## config.mk

```make
export PLATFORM = sky130hd
export DESIGN_NAME = alu16_bit_serial
export DESIGN_NICKNAME = d
export VERILOG_FILES = /design/src/rtl/alu16_pkg.sv /design/src/rtl/alu16_bit_slice.sv /design/src/rtl/alu16_bit_serial.sv
export SDC_FILE = /design/constraint.sdc
export NUM_CORES = 1
export LEC_CHECK = 0
export CORE_MARGIN = 2
export CORE_UTILIZATION = 39
export CTS_CLUSTER_SIZE = 30
export DETAILED_ROUTE_END_ITERATION = 6
export PLACE_DENSITY = 0.69
export SETUP_SLACK_MARGIN = 0.05
export SKIP_CTS_REPAIR_TIMING = 1
export SYNTH_ARGS = -nofsm -noshare
export SYNTH_HDL_FRONTEND = slang
export SYNTH_SLANG_ARGS = --single-unit
```

## constraint.sdc

```tcl
create_clock -name clk -period 3.9 [get_ports clk]
set_clock_uncertainty 0.1 [all_clocks]
set_input_delay 0.78 -clock clk [delete_from_list [all_inputs] [get_ports clk]]
set_output_delay 0.78 -clock clk [all_outputs]
set_load 0.05 [all_outputs]
```

## src/rtl/alu16_pkg.sv

```systemverilog
// Shared definitions for the 16-bit bit-serial ALU: widths, opcode encoding, request struct.
package alu16_pkg;

  localparam int WIDTH = 16;
  localparam int CNT_W = 4;

  localparam logic [2:0] OP_ADD   = 3'b000;
  localparam logic [2:0] OP_SUB   = 3'b001;
  localparam logic [2:0] OP_AND   = 3'b010;
  localparam logic [2:0] OP_OR    = 3'b011;
  localparam logic [2:0] OP_XOR   = 3'b100;
  localparam logic [2:0] OP_NOTA  = 3'b101;
  localparam logic [2:0] OP_PASSA = 3'b110;
  localparam logic [2:0] OP_PASSB = 3'b111;

  typedef struct packed {
    logic [WIDTH-1:0] a;
    logic [WIDTH-1:0] b;
    logic [2:0]       op;
  } req_t;

  // Bit 16 of the result: carry for ADD, borrow (inverted carry) for SUB, 0 otherwise.
  function automatic logic final_msb(input logic [2:0] op, input logic cy);
    case (op)
      OP_ADD:  final_msb = cy;
      OP_SUB:  final_msb = ~cy;
      default: final_msb = 1'b0;
    endcase
  endfunction

endpackage

```

## src/rtl/alu16_bit_slice.sv

```systemverilog
// One-bit ALU slice: full adder (with B inverted for SUB) plus the bitwise ops.
module alu16_bit_slice
  import alu16_pkg::*;
(
  input  logic       a,
  input  logic       b,
  input  logic       cin,
  input  logic [2:0] op,
  output logic       r,
  output logic       cout
);

  logic bx;
  assign bx = (op == OP_SUB) ? ~b : b;

  always_comb begin
    r    = 1'b0;
    cout = 1'b0;
    case (op)
      OP_ADD, OP_SUB: begin
        r    = a ^ bx ^ cin;
        cout = (a & bx) | (cin & (a ^ bx));
      end
      OP_AND:   r = a & b;
      OP_OR:    r = a | b;
      OP_XOR:   r = a ^ b;
      OP_NOTA:  r = ~a;
      OP_PASSA: r = a;
      default:  r = b;
    endcase
  end

endmodule

```

## src/rtl/alu16_bit_serial.sv

```systemverilog
// 16-bit bit-serial ALU, one result bit per clock LSB first.
// Define ALU16_BUSY_PORT_EN to expose the internal busy flag as an output.
module alu16_bit_serial
  import alu16_pkg::*;
(
  input  logic             clk,
  input  logic             rst,
  input  logic             on,
  input  logic [WIDTH-1:0] ina,
  input  logic [WIDTH-1:0] inb,
  input  logic [2:0]       op,
  output logic [WIDTH:0]   out,
  output logic [CNT_W-1:0] count
`ifdef ALU16_BUSY_PORT_EN
  ,
  output logic             busy
`endif
);

  req_t             req_q;
  logic [WIDTH-1:0] data_q;
  logic             msb_q;
  logic             carry_q;
  logic             busy_q;
  logic             r;
  logic             cout;

  alu16_bit_slice u_slice (
    .a    (req_q.a[count]),
    .b    (req_q.b[count]),
    .cin  (carry_q),
    .op   (req_q.op),
    .r    (r),
    .cout (cout)
  );

  always_ff @(posedge clk) begin
    if (rst) begin
      req_q   <= '0;
      data_q  <= '0;
      msb_q   <= 1'b0;
      carry_q <= 1'b0;
      busy_q  <= 1'b0;
      count   <= '0;
    end else if (on) begin
      // SUB is A + ~B + 1: the +1 enters as the initial carry.
      req_q   <= '{a: ina, b: inb, op: op};
      data_q  <= '0;
      msb_q   <= 1'b0;
      carry_q <= (op == OP_SUB);
      busy_q  <= 1'b1;
      count   <= '0;
    end else if (busy_q) begin
      data_q[count] <= r;
      carry_q       <= cout;
      count         <= CNT_W'(count + 1'b1);
      if (count == CNT_W'(WIDTH - 1)) begin
        busy_q <= 1'b0;
        msb_q  <= final_msb(req_q.op, cout);
      end
    end
  end

  assign out = {msb_q, data_q};

`ifdef ALU16_BUSY_PORT_EN
  assign busy = busy_q;
`endif

endmodule

```

* Word level (Yosys, flattened, before mapping)
Cells that the tools add are included.
Storage, ports and cells: bits in registers 58, bits of input ports 38, output and inout bits 21, logic and storage cells 52
Cells by class: add/subtract/negate cells 1, magnitude comparators 2, equal/unequal tests 8, multiplexer cells 16, bitwise gates (word level) 11, reductions and logical operators 6
Operator list (count):
- 16-bit bitwise mux | 1
- 1-bit 2-to-1 mux | 10
- 3-bit == test, second input constant | 3
- 1-bit binary-select mux with 4-bit select | 2
- 3-bit by 1-bit == test with 1-bit output, second input constant | 2
- 3-bit by 2-bit == test with 1-bit output, second input constant | 2
- 1-bit one-hot mux with 6 select lines | 1
- 4-bit by 5-bit less-than comparator with 1-bit output, second input constant | 1
- 4-bit by 1-bit adder with 4-bit output, second input constant | 1
- 1-bit demux with 4-bit select | 1
- 4-bit == test, second input constant | 1
- 4-bit by 1-bit greater-or-equal comparator with 1-bit output, second input constant | 1
- 2-bit OR reduction | 2
- 1-bit bitwise AND | 3
- 3-bit logical NOT | 1
- 1-bit NOT | 3
- 1-bit bitwise XOR | 3
- 1-bit OR | 2
- 1-bit one-hot mux with 2 select lines | 1
- 2-bit AND reduction | 1
- 2-bit nonzero test | 1
- 1-bit logical AND | 1

* Longest topological paths before layout
word-level depth 10, gate-level depth with buffers 15, gate-level depth less buffers 12

* Cells and area by module
A second synthesis with hierarchy kept.
Second synthesis, totals: cells, all modules 271, area total of the unflattened synthesis 2667.6 um2
By module, submodules not included:
- alu16_bit_serial | times used 1, cells each 251, area each 2508.7 um2, seq. area each 1161.1 um2
- alu16_bit_slice | times used 1, cells each 20, area each 158.9 um2, seq. area each 0.0 um2

* Least setup slack after synthesis
OpenSTA, ideal clock, no wires.
path type register to register, start point register count[1], end point register data_q[10], setup time 0.091 ns, arrival 3.334 ns, data required time 3.709 ns, setup slack 0.375 ns, cell stages (with the launch flop) 14, path buffers 3, period minus slack after synthesis 3.525 ns, path through dfxtp_1 buf_6 buf_8 mux2i_1 mux4_2 mux2i_1 xor2_1 fa_1 o22ai_1 nor2_1 a21oi_1 a31oi_4 buf_6 a311oi_1
Between the ends: longest elaborated chain between the ends 8, elaborated cells on any way between the ends 19, classes of those cells order compare: 2; mux: 9; bitwise: 7; reduce/logical: 1
RTL lines:
- start: declaration | RTL line alu16_bit_serial.sv:13 | output logic [CNT_W-1:0] count
- start signal: assignment | RTL line alu16_bit_serial.sv:56 | count <= CNT_W'(count + 1'b1);
- 1-bit binary-select mux with 4-bit select | RTL line alu16_bit_serial.sv:30 | .b (req_q.b[count]),
- 1-bit 2-to-1 mux (implied by the code) | RTL line alu16_bit_serial.sv:30
- 1-bit NOT | RTL line alu16_bit_slice.sv:14 | assign bx = (op == OP_SUB) ? ~b : b;
- 1-bit 2-to-1 mux | RTL line alu16_bit_slice.sv:14
- 1-bit bitwise XOR (2 in a row) | RTL line alu16_bit_slice.sv:21 | r = a ^ bx ^ cin;
- 1-bit one-hot mux with 6 select lines | RTL line alu16_bit_slice.sv:19 | case (op)
- 16-bit bitwise mux * | RTL line alu16_bit_serial.sv:54 | data_q[count] <= r;
- end signal: indexed assignment | RTL line alu16_bit_serial.sv:54
- end: declaration | RTL line alu16_bit_serial.sv:21 | logic [WIDTH-1:0] data_q;
Mark *: on every way between the ends. The rest lies on a longest branch, timed or not. The select of a mux whose other input is x is not followed. A chain may end at the register's enable or synchronous reset.

* Worst setup path in the final report
start point register count[1], end point register data_q[3]
Same word-level chain as after synthesis.

==> flow_metrics.py <==
metrics = {
    "run_status": {
        "status": "completed",
    },
    "logic_synthesis": {
        "synth_fp_nets": 334,
        "syn_inst": 289,
        "yosys.area.top_type": "dfxtp_1",
        "synth.most_common_cell": "dfxtp_1",
        "synth_edf_count": 0,
        "synth_common_cells": "58 x dfxtp_1, 52 x mux2i_1, 52 x nor2_1",
        "synth_flop_cell": "dfxtp_1",
        "yosys_warnings": 0,
        "yosys-top-cells-area": "dfxtp_1 42%, mux2i_1 19%, nor2_1 7.1%",
        "synth.cell_area_um2": 2753,
        "yosysSeqAreaShare": 0.4218,
        "synth_top_area_frac": 0.4218,
        "async_flop_share": 0,
        "ys_types": 41,
        "ys_seq_elements": 58,
        "avgSynthCellArea_um2": 9.525,
    },
    "clocking": {
        "insertion_delay_ns": 0.34,
        "cts_max_path_buffers": 2,
        "clkTransAtPathRegs_ns": 0.07,
        "cts-buffers-inserted": 9,
        "cts_tree": "done",
        "h-tree-depth": 3,
        "clock_sinks": 58,
        "cts_root_buffer": "clkbuf_8",
    },
    "placed_design": {
        "portBuffers": 58,
        "place_area_um2": 3349,
        "hpwl_um": 4317,
        "dpl.cell_count": 422,
        "gpl.final_weighted_congestion": 0.8260,
    },
    "setup_path": {
        "ff2ff_path_depth": 11,
        "path_depth": 11,
        "arrival_ns": 3.59,
        "cp-start-kind": "register",
        "critPathMaxStageDelay_ns": 0.51,
        "crit_top_cell": "mux2i_1",
        "crit_family": "multiplexers",
        "end_kind": "register",
        "cp_slowest_cell": "mux4_2",
        "worstPathRequired_ns": 4.04,
        "critPathBufInv": 1,
        "crit_chain": "buf_4 > mux2i_1 > mux4_2 > mux2i_1 > xor2_1 > fa_1 > o22ai_1 > nor2_1 > a21oi_1 > a31oi_4 > a311oi_1",
        "crit_type": "reg2reg",
        "worstPathMaxFanout": 21,
    },
    "sta": {
        "finalSetupViolCount": 0,
        "fin_crit_sh": 0.8826,
        "rsz0062_at_grt": "no",
        "clock.fmax_ghz": 0.2905,
        "fin_crit_ns": 3.442,
        "tightest_slew_ns": 0.7101,
        "slew_viol_final": 0,
        "timing.hold.ws_ns": 0.3776,
        "slew_headroom": 0.5266,
        "fin_tns_setup_ns": 0,
        "hold_violations": 0,
    },
    "drt": {
        "antenna_left": 0,
        "routed_wl_um": 6048,
        "wl_per_cell_um": 13.81,
        "route.detailed.drc": 0,
        "drtPass1Iterations": 4,
        "vias": 2199,
        "drt_iter0_drc": 101,
        "viasPerCell": 5.021,
    },
    "final_layout": {
        "fin_area_um2": 3565,
        "drive_gt1_frac": 0.07895,
        "num_antenna_cells": 0,
        "area_growth_pct": 29.50,
        "nets": 382,
        "stdcell_count": 438,
        "fillCellCount": 631,
    },
    "power": {
        "internal_power_w": 0.001065,
        "pwr-share-seq": 0.449,
        "clockPowerShare": 0.428,
        "combPwrFrac": 0.123,
        "swShare": 0.2512,
        "power_leakage_nw": 1.331,
        "power.switching_w": 0.0003572,
        "p_per_area_nw_per_um2": 398.9,
        "ir_drop_v": 0.0001852,
    },
    "grt": {
        "grt_max_degree": 39,
        "grt_antenna_before_repair": 0,
        "grt_pass1_vias": 2137,
        "grt_first_pass_wirelength_um": 9942,
        "grt.total_usage": 0.1655,
        "grt_overflow_total": 0,
    },
    "floorplanning": {
        "die-area_um2": 7746,
        "die_w_um": 88.01,
        "pin_count": 59,
        "start_util": 0.4052,
        "core_area_um2": 6794,
        "row_count": 30,
        "fp.dieH_um": 88.01,
    },
    "run": {
        "max-cap-violations": 0,
    },
    "worst_hold_path": {
        "holdCritPathClass": "reg2reg",
        "holdPathStages": 2,
    },
}
[worst min-delay path: cells and delay by family (launching register included)]
family          cells  cell delay, ns
compound gates      2            0.12
flops               1            0.31
[flip-flops by register name (all words and copies together), names as in the netlist]
name	cells
busy_q	1
carry_q	1
data_q	16
req_q	35
msb_q	1
count	4
[cell usage in the layout, fill, tap and decap left out, types with 2 or more instances in the layout]
cell,netlist,routed
a31oi_1,8,8
nand4_1,2,2
clkdlybuf4s50_1,0,57
dfxtp_1,58,58
and2_1,4,4
xor2_1,2,2
a311oi_1,8,8
nor3_1,2,2
nand2_1,10,10
nand2b_1,3,3
nand3_1,5,5
bufinv_16,0,2
inv_1,4,4
clkinv_2,0,3
o21ai_0,10,10
ha_1,6,6
nand3b_1,2,2
mux2i_1,52,52
o32a_1,2,2
xnor2_1,3,3
nor2b_1,2,2
buf_4,1,3
mux4_2,3,3
a21oi_1,13,13
clkbuf_8,0,9
nor2_1,52,52
[worst paths after layout]
| path | slack, ns | to | startpoint |
|---|---|---|---|
| setup reg to reg | 0.46 | data_q[3]$_SDFFE_PP0P_ | count[1]$_SDFFE_PP0P_ |
| hold reg to reg | 0.38 | msb_q$_SDFFE_PP0P_ | msb_q$_SDFFE_PP0P_ |
| setup / recovery | 0.46 | data_q[3]$_SDFFE_PP0P_ | count[1]$_SDFFE_PP0P_ |
| hold / removal | 0.38 | msb_q$_SDFFE_PP0P_ | msb_q$_SDFFE_PP0P_ |
[layout make-up]
type                            count  area, µm²  area share
Multi-Input combinational cell    202       1451      0.4072
Sequential cell                    58       1161      0.3257
Timing Repair Buffer               61      598.1      0.1678
Clock buffer                        9      123.9     0.03475
Tap cell                           96      120.1     0.03370
Clock inverter                      7      91.34     0.02562
Inverter                            5      18.77    0.005265
[logic make-up (layout without fill, tap and decap cells)]
group / count (synthesis) / count (layout) / synth area share
and+or+nand+nor: 88 / 88 / 0.1459
DFF: 58 / 58 / 0.4218
muxes: 57 / 57 / 0.2218
AOI/OAI and AO/OA: 45 / 45 / 0.1091
buffers and inverters: 29 / 82 / 0.05090
adders and majority gates: 7 / 7 / 0.03455
xor gates and xnor gates: 5 / 5 / 0.01591
[layer usage]
| metal | global-route usage | routed length, µm | vias up |
|---|---|---|---|
| li1 | - | - | 1122 |
| met1 | 0.2057 | 2856 | 1008 |
| met2 | 0.2652 | 2779 | 59 |
| met3 | 0.05184 | 319 | 10 |
| met4 | 0.07163 | 93 | 0 |
| met5 | 0 | 0 | - |
[power by group through the flow]
stage / Combinational [W] / Clock, W / Sequential, W
2_1_floorplan: 0.000123 / 0 / 0.000643
3_3_place_gp: 0.000171 / 0 / 0.000651
3_5_place_dp: 0.000175 / 0 / 0.000652
4_1_cts: 0.000176 / 0.000620 / 0.000638
5_1_grt: 0.000190 / 0.000644 / 0.000642
6_report: 0.000175 / 0.000608 / 0.000639
[per-stage QoR]
stage	worst slack [ns]	power [W]	utilization
3_3_place_gp	0.6466	0.0008222	0.4930
4_1_cts	0.4688	0.001434	0.5247
5_1_grt	0.2332	0.001477	0.5247
2_1_floorplan	0.3751	0.0007668	-
3_5_place_dp	0.4910	0.0008269	0.4930
6_report	0.4579	0.001422	0.5247
Note: power is estimated with default switching activity, not from simulation.
